==> config.mk <==
export PLATFORM = sky130hd
export DESIGN_NAME = periph_write_scheduler
export DESIGN_NICKNAME = d
export VERILOG_FILES = /design/src/rtl/periph_pkg.sv /design/src/rtl/periph_rr_arbiter.sv /design/src/rtl/periph_write_scheduler.sv
export SDC_FILE = /design/constraint.sdc
export NUM_CORES = 1
export LEC_CHECK = 0
export CELL_PAD_IN_SITES_DETAIL_PLACEMENT = 0
export CELL_PAD_IN_SITES_GLOBAL_PLACEMENT = 1
export CORE_MARGIN = 2
export CORE_UTILIZATION = 26
export CTS_BUF_LIST = sky130_fd_sc_hd__clkbuf_8
export CTS_CLUSTER_SIZE = 30
export DETAILED_ROUTE_END_ITERATION = 6
export PLACE_DENSITY = 0.89
export SLEW_MARGIN = 20
export SYNTH_ARGS = -nofsm -noshare
export SYNTH_HDL_FRONTEND = slang
export SYNTH_SLANG_ARGS = --single-unit
==> constraint.sdc <==
create_clock -name clk -period 1.25 [get_ports clk]
set_input_delay 0.1875 -clock clk [delete_from_list [all_inputs] [get_ports clk]]
set_output_delay 0.1875 -clock clk [all_outputs]
set_load 0.01 [all_outputs]
==> src/rtl/periph_pkg.sv <==
// periph_pkg: shared definitions for the peripheral write scheduler.
//   - address prefix field location and the well-known prefix values
//   - FSM state encoding shared by the scheduler and anything that observes it
//   - helper to extract the prefix from a 32-bit address
package periph_pkg;

  // The peripheral prefix lives in the top three address bits.
  localparam int PREFIX_MSB = 31;
  localparam int PREFIX_LSB = 29;

  // Prefix 000 is RAM (never strobes a peripheral); 001 is the first PWM slot.
  localparam logic [2:0] PREFIX_RAM  = 3'b000;
  localparam logic [2:0] PREFIX_PWM1 = 3'b001;

  typedef enum logic [1:0] {
    ST_IDLE  = 2'd0,
    ST_ISSUE = 2'd1,
    ST_GAP   = 2'd2
  } state_t;

  function automatic logic [2:0] addr_prefix(input logic [31:0] addr);
    return addr[PREFIX_MSB:PREFIX_LSB];
  endfunction

endpackage

==> src/rtl/periph_rr_arbiter.sv <==
// periph_rr_arbiter: two-requester round-robin arbiter.
//   clk, reset : clock and synchronous active-high reset
//   req0, req1 : request lines (master valid signals)
//   accept     : a granted request was taken this cycle; updates history
//   gnt0, gnt1 : combinational grants, at most one high, only for a requester
// On a tie the requester that did not win last time is granted. The history
// register resets to 1 so requester 0 wins the first tie.
module periph_rr_arbiter (
  input  logic clk,
  input  logic reset,
  input  logic req0,
  input  logic req1,
  input  logic accept,
  output logic gnt0,
  output logic gnt1
);

  logic last_grant;

  always_comb begin
    gnt0 = req0 & (~req1 | last_grant);
    gnt1 = req1 & (~req0 | ~last_grant);
  end

  always_ff @(posedge clk) begin
    if (reset) begin
      last_grant <= 1'b1;
    end else if (accept) begin
      last_grant <= gnt1;
    end
  end

endmodule

==> src/rtl/periph_write_scheduler.sv <==
// periph_write_scheduler: merges two write masters onto the peripheral bus.
//   clk, reset          : clock, synchronous active-high reset
//   m0_valid/addr/data  : master 0 (processor memory stage) write request
//   m0_ready            : master 0 accepted this cycle
//   m1_valid/addr/data  : master 1 (debug/loader) write request
//   m1_ready            : master 1 accepted this cycle
//   per_wr_stb          : registered one-hot strobe, bit p-1 for prefix p
//   per_wr_addr         : addr[28:0] of the issued write (bit 0 = PWM reg select)
//   per_wr_data         : data of the issued write
//   busy                : FSM not in IDLE
//   fsm_state           : current FSM state, for observation
//
// Handshake: a transfer happens in a cycle where mX_valid and mX_ready are
// both high. Masters hold valid/addr/data stable until accepted. mX_ready is
// combinational, asserted only in IDLE and only for the arbiter's grant, so
// at most one master is accepted per cycle.
//
// Each accepted write occupies one ISSUE cycle (strobe high) followed by
// GAP_CYCLES idle cycles before the next accept can happen.
import periph_pkg::*;

module periph_write_scheduler #(
  parameter int NUM_PERIPH = 7,
  parameter int GAP_CYCLES = 1
) (
  input  logic                  clk,
  input  logic                  reset,
  input  logic                  m0_valid,
  input  logic [31:0]           m0_addr,
  input  logic [31:0]           m0_data,
  output logic                  m0_ready,
  input  logic                  m1_valid,
  input  logic [31:0]           m1_addr,
  input  logic [31:0]           m1_data,
  output logic                  m1_ready,
  output logic [NUM_PERIPH-1:0] per_wr_stb,
  output logic [28:0]           per_wr_addr,
  output logic [31:0]           per_wr_data,
  output logic                  busy,
  output state_t                fsm_state
);

  localparam int GAP_W = (GAP_CYCLES > 1) ? $clog2(GAP_CYCLES) : 1;

  state_t                state;
  logic [GAP_W-1:0]      gap_cnt;
  logic                  idle;
  logic                  gnt0;
  logic                  gnt1;
  logic                  accept;
  logic [31:0]           sel_addr;
  logic [31:0]           sel_data;
  logic [2:0]            sel_prefix;
  logic [NUM_PERIPH-1:0] stb_dec;

  assign idle      = (state == ST_IDLE);
  assign busy      = ~idle;
  assign fsm_state = state;

  periph_rr_arbiter u_arb (
    .clk    (clk),
    .reset  (reset),
    .req0   (m0_valid),
    .req1   (m1_valid),
    .accept (accept),
    .gnt0   (gnt0),
    .gnt1   (gnt1)
  );

  assign m0_ready = idle & gnt0;
  assign m1_ready = idle & gnt1;
  assign accept   = (m0_valid & m0_ready) | (m1_valid & m1_ready);

  assign sel_addr   = gnt1 ? m1_addr : m0_addr;
  assign sel_data   = gnt1 ? m1_data : m0_data;
  assign sel_prefix = addr_prefix(sel_addr);

  // Prefix p maps to bit p-1. RAM (000) and prefixes beyond NUM_PERIPH match
  // no bit, so such writes go through the FSM but strobe nothing.
  always_comb begin
    stb_dec = '0;
    for (int i = 0; i < NUM_PERIPH; i++) begin
      stb_dec[i] = (int'(sel_prefix) == int'(PREFIX_PWM1) + i);
    end
  end

  always_ff @(posedge clk) begin
    if (reset) begin
      state       <= ST_IDLE;
      gap_cnt     <= '0;
      per_wr_stb  <= '0;
      per_wr_addr <= '0;
      per_wr_data <= '0;
    end else begin
      case (state)
        ST_IDLE: begin
          if (accept) begin
            per_wr_stb  <= stb_dec;
            per_wr_addr <= sel_addr[28:0];
            per_wr_data <= sel_data;
            state       <= ST_ISSUE;
          end
        end
        ST_ISSUE: begin
          // Strobe is a single-cycle pulse; addr/data keep their value.
          per_wr_stb <= '0;
          if (GAP_CYCLES == 0) begin
            state <= ST_IDLE;
          end else begin
            state   <= ST_GAP;
            gap_cnt <= GAP_W'(GAP_CYCLES - 1);
          end
        end
        ST_GAP: begin
          if (gap_cnt == '0) begin
            state <= ST_IDLE;
          end else begin
            gap_cnt <= gap_cnt - GAP_W'(1);
          end
        end
        default: begin
          state      <= ST_IDLE;
          per_wr_stb <= '0;
        end
      endcase
    end
  end

endmodule

# == Word-level counts from Yosys, hierarchy flattened ==
# Index checks and enable logic that the tools add are counted.
# totals
wordCells,46
out_inout_bits,73
regBits,72
# classes
n_reduce_logical,5
eq_ne,11
n_addsub,1
n_mux,9
bitwise_logic,14
# ops
operator,count
$mux 32,2
$pmux 7 s2,1
$eq 3x3->1 const B,4
$mux 7,1
$and 1x1->1,6
$eq 3x2->1 const B,2
$pmux 2 s3,1
$reduce_and 2->1,3
$not 1->1,5
$mux 2,2
$eq 3x1->1 const B,1
$or 1x1->1,3
$eq 2x1->1 const B,1
$eq 2x2->1 const B,1
$logic_not 2->1,1
$ne 2x1->1 const B,1
$ne 2x2->1 const B,1
$pmux 1 s2,1
$reduce_bool 2->1,1
$mux 1,1
$sub 1x1->1 const B,1

# == Logic depth before layout (Yosys ltp) ==
# Gate-level depths: netlist (run 1).
# depth
depth_word,8
ltp_mapped,6
depth_no_buf,4

# == Hierarchy ==
# A second synthesis (run 1) with hierarchy kept.
# hier_totals
hier_cells,335
area_unflattened_um2,3324.4
# by_module_without_submodules
module,seq_area_each_um2,instances,area_each_um2,cells_each
periph_write_scheduler,1401.3,1,3270.6,329
periph_rr_arbiter,20.0,1,53.8,6

# == Least setup slack after synthesis (run 1) ==
# OpenSTA, ideal clock, no wires.
# synth_path
kind,reg2reg
start,register state[0] (netlist: fsm_state[0])
end,register per_wr_addr[0]
path_buffers,2
arrival_time_ns,1.302
setup_slack_ns,-0.140
required_ns,1.161
period_less_slack_ns,1.390
setup_ns,0.089
path_stages_with_launch,6
cell_sequence,dfxtp_1 nor2_1 buf_2 clkbuf_1 a21oi_1 a311oi_2
# synth_between
elab_chain_len,5
elab_cells_between_ends,7
classes_between,bitwise (5); reduce/logical (2)
# synth_lines
item,line,rtl
from (decl),periph_write_scheduler.sv:45,state_t state;
from (signal assigned),periph_write_scheduler.sv:89,state <= ST_IDLE;
from (signal assigned),periph_write_scheduler.sv:101,state <= ST_ISSUE;
from (signal assigned),periph_write_scheduler.sv:108,state <= ST_IDLE;
$logic_not 2->1 (*),"periph_write_scheduler.sv:56, periph_write_scheduler.sv:95",
"$and 1x1->1, on equally long branches","periph_write_scheduler.sv:70, periph_write_scheduler.sv:71",
$and 1x1->1,periph_write_scheduler.sv:72,assign accept = (m0_valid & m0_ready) | (m1_valid & m1_ready);
$or 1x1->1,periph_write_scheduler.sv:72,
$reduce_and 2->1 (no line) (*),-,
to (signal assigned),periph_write_scheduler.sv:99,per_wr_addr <= sel_addr[28:0];
to (decl),periph_write_scheduler.sv:37,"output logic [28:0] per_wr_addr,"
# Mark *: on every way between the ends. The rest lies on a longest branch, timed or not.
# A chain may end at the register's enable or synchronous reset.

# == Final worst setup path (run 1) ==
# layout_path
start,register state[1] (netlist: fsm_state[1])
end,register per_wr_data[30]
# layout_between
elab_chain_len,5
elab_cells_between_ends,7
classes_between,bitwise (5); reduce/logical (2)
# layout_lines
item,line,rtl
$logic_not 2->1 (*),"periph_write_scheduler.sv:56, periph_write_scheduler.sv:95",
"$and 1x1->1, on equally long branches","periph_write_scheduler.sv:70, periph_write_scheduler.sv:71",
$and 1x1->1,periph_write_scheduler.sv:72,
$or 1x1->1,periph_write_scheduler.sv:72,
$reduce_and 2->1 (no line) (*),-,
to (signal assigned),periph_write_scheduler.sv:100,per_wr_data <= sel_data;
to (decl),periph_write_scheduler.sv:38,"output logic [31:0] per_wr_data,"
# Marked as above.

==> reports/metrics.cfg, run 1 <==
[place]
port_buffers = 204
dpl_cell_area_um2 = 6031
detailed_place_hpwl_um = 9157
gp_congestion = 0.8163

[route]
wl_met2_um = 7209
wl_um = 14530
final_antenna_net_count = 0
top_layer = met4
vias = 4035
m1WireLength_um = 6108
drtIter0Drc = 160
drc = 0
wl_per_cell_um = 18.02
drtPass1Iterations = 4
wl_met3_um = 901
via_per_inst = 5.006

[pwr]
power.density_nw_per_um2 = 1055
leakagePower_uw = 0.002750
max-vdd-ir-drop_mv = 0.4176

[setup_path]
start_kind = flop
worstReg2RegEnd = per_wr_data[30]$_SDFFE_PP0P_
crit_end = per_wr_data[30]$_SDFFE_PP0P_
reg2reg_from = fsm_state[1]$_SDFFE_PP0P_
crit_arrival_ps = 1630
startpoint = fsm_state[1]$_SDFFE_PP0P_
endpoint_kind = flop
rr_worst_depth = 7
crit_required_ps = 1480
critPathKind = flop to flop
r2r_slack_ps = -150
cp_max_fo = 8

[clocking]
cts_inserted_buffers = 9
root_buffer = clkbuf_8
clock_latency_ps = 350
cts_tree = built
clk_pin_slew_worst_paths_ps = 70
h-tree-depth = 3
cts_sinks = 71
hold_buffers = 0
clock_path_buffers = 2

[timing]
fin_crit_ps = 1396
fin_skew_ps = 10.62
slew_viol_final = 0
max_freq_ghz = 0.7164
setup_viol = 71
finalHoldViolations = 0
fin_crit_sh_pct = 111.7
finalWorstSetupSlack_ps = -145.8
fin_setup_tns_ps = -7433
max-slew-margin-rel_pct = 74.97
tightest_slew_ps = 374.2
rsz0062_at_grt = true

[die]
core_um2 = 13930
die_area_um2 = 15330
initial_core_util_pct = 26.79
die_x_um = 123.8
die_h_um = 123.8
fp-row-count = 43
io_pins = 205

[grt]
grt_max_degree = 36
overflow = 0
grt_pass1_vias = 4256
grt_util_all_layers_pct = 18.57
grt_pass1_wl_um = 21770
antenna_found_initial = 1

[synth]
synth.distinct_cells = 25
syn_inst = 402
yosysTopAreaCell = dfxtp_1
seq_area_frac_synth_pct = 38.07
syn-num-nets = 534
synth_top_cell_area_share_pct = 38.07
ys_seq_elements = 71
syn_area_um2 = 3734
synth-warning-count = 0
syn_area_per_cell_um2 = 9.288
ys_top_cells_by_area = dfxtp_1, a311oi_2, nand2_1

[run]
cap_viol_max_count = 0

[worst_hold_path]
hold_start = reset
min_path_type = input port to flop

[status]
violations = negative setup slack
status = finished with violations

[final_layout]
multi_input_area_um2 = 2058
n_fill_cell = 1311
syn_to_final_growth_pct = 77.45
fin_area_um2 = 6625
layout_commonest_cell = clkdlybuf4s50_1
nets = 753
seq_area_um2 = 1428
drive_gt1_share_pct = 22.40
final_cell_mix = clkdlybuf4s50_1, nand2_1, dlygate4sd2_1, dfxtp_1

==> power breakdown <==
group	leakage, µW	switching (µW)	internal [µW]
Clock	0.000102	847	853
Combinational	0.00206	1200	1440
Sequential	0.000589	134	2510
==> per-stage QoR <==
step	setup WS [ps]	total power, µW	instances	utilization, %	hold slack, ps
floorplan	-3.476	3909	402	-	347.4
global placement	-550.0	5025	770	43.28	459.3
detailed placement	-592.0	5072	770	43.28	451.9
CTS	-193.5	7023	804	47.15	147.8
global route	-202.2	7351	806	47.54	153.9
finish	-145.8	6989	806	47.54	167.5
==> state kept, by name, summed over array words and instances (netlist names) <==
signal            count
u_arb.last_grant      1
per_wr_addr          29
per_wr_stb            7
fsm_state             2
per_wr_data          32
==> synthesized netlist by cell type <==
library cell,n
a311oi_2,60
nand2_1,123
dfxtp_1,71
nor2_1,3
nand3b_1,6
a311oi_1,1
a21bo_1,1
and3_1,1
a211oi_4,1
a21boi_2,1
o2bb2ai_1,3
or2_1,1
buf_2,6
clkbuf_1,27
a22o_1,4
a21oi_1,61
nor2b_1,1
nand3_1,3
nor3b_1,6
and2_4,1
buf_6,2
mux2i_1,7
a221o_1,1
buf_12,7
inv_1,4
==> timing repair <==
action,4_1_cts,5_1_grt
resized for setup,118,10
cloned,9,4
pin swaps,2,10
buffers inserted,10,0
setup endpoints to repair,141,75
==> logic make-up (layout without fill, tap and decap cells) <==
family | after synthesis | after routing | share of synthesized area, %
buffers and inverters | 46 | 269 | 8.277
other | 0 | 1 | 0
flip-flops | 71 | 71 | 38.07
AO/OA/AOI/OAI | 133 | 133 | 35.56
multiplexers | 7 | 7 | 1.877
AND/OR/NAND/NOR | 145 | 145 | 16.22
==> worst min-delay path by stage <==
stage | end | depth (start not counted)
2_1_floorplan | per_wr_data[19]$_SDFFE_PP0P_ | 2
3_3_place_gp | per_wr_stb[0]$_SDFFE_PP0P_ | 1
3_5_place_dp | per_wr_stb[0]$_SDFFE_PP0P_ | 1
4_1_cts | per_wr_data[19]$_SDFFE_PP0P_ | 2
5_1_grt | per_wr_data[21]$_SDFFE_PP0P_ | 2
6_report | per_wr_data[21]$_SDFFE_PP0P_ | 2
==> critical path: stages, from the launching register on <==
cell and delay [ps]:
dfxtp_2 340, nor2_4 140, buf_6 120, buf_8 100, and2_4 190, buf_6 130, clkbuf_16 170, a311oi_2 90
==> area by class of cell <==
cell class                      instances  share of cell area (%)
Clock inverter                          3                  0.1700
Multi-Input combinational cell        285                   31.07
Tap cell                              180                   3.399
Sequential cell                        71                   21.55
Antenna cell                            1                 0.03777
Timing Repair Buffer                  250                   41.02
Clock buffer                           12                   2.493
Inverter                                4                  0.2644
==> routing by layer <==
metal | GRT usage [%] | up-vias
met3 | 3.984 | 22
met2 | 32.18 | 138
met4 | 7.102 | 0
li1 | - | 1906
met5 | 0 | -
met1 | 22.43 | 1969
Note: power is estimated with default switching activity, not from simulation.
==> run 2, diff against run 1 <==
GPL_ROUTABILITY_DRIVEN = 0   (was unset)
==> results of run 2 <==
Same layout as run 1: the final DEF is identical, and so are final timing and power.
==> run 3, diff against run 2 <==
GPL_ROUTABILITY_DRIVEN = unset   (was 0)
==> results of run 3 <==
Same layout as run 1: the final DEF is identical, and so are final timing and power.
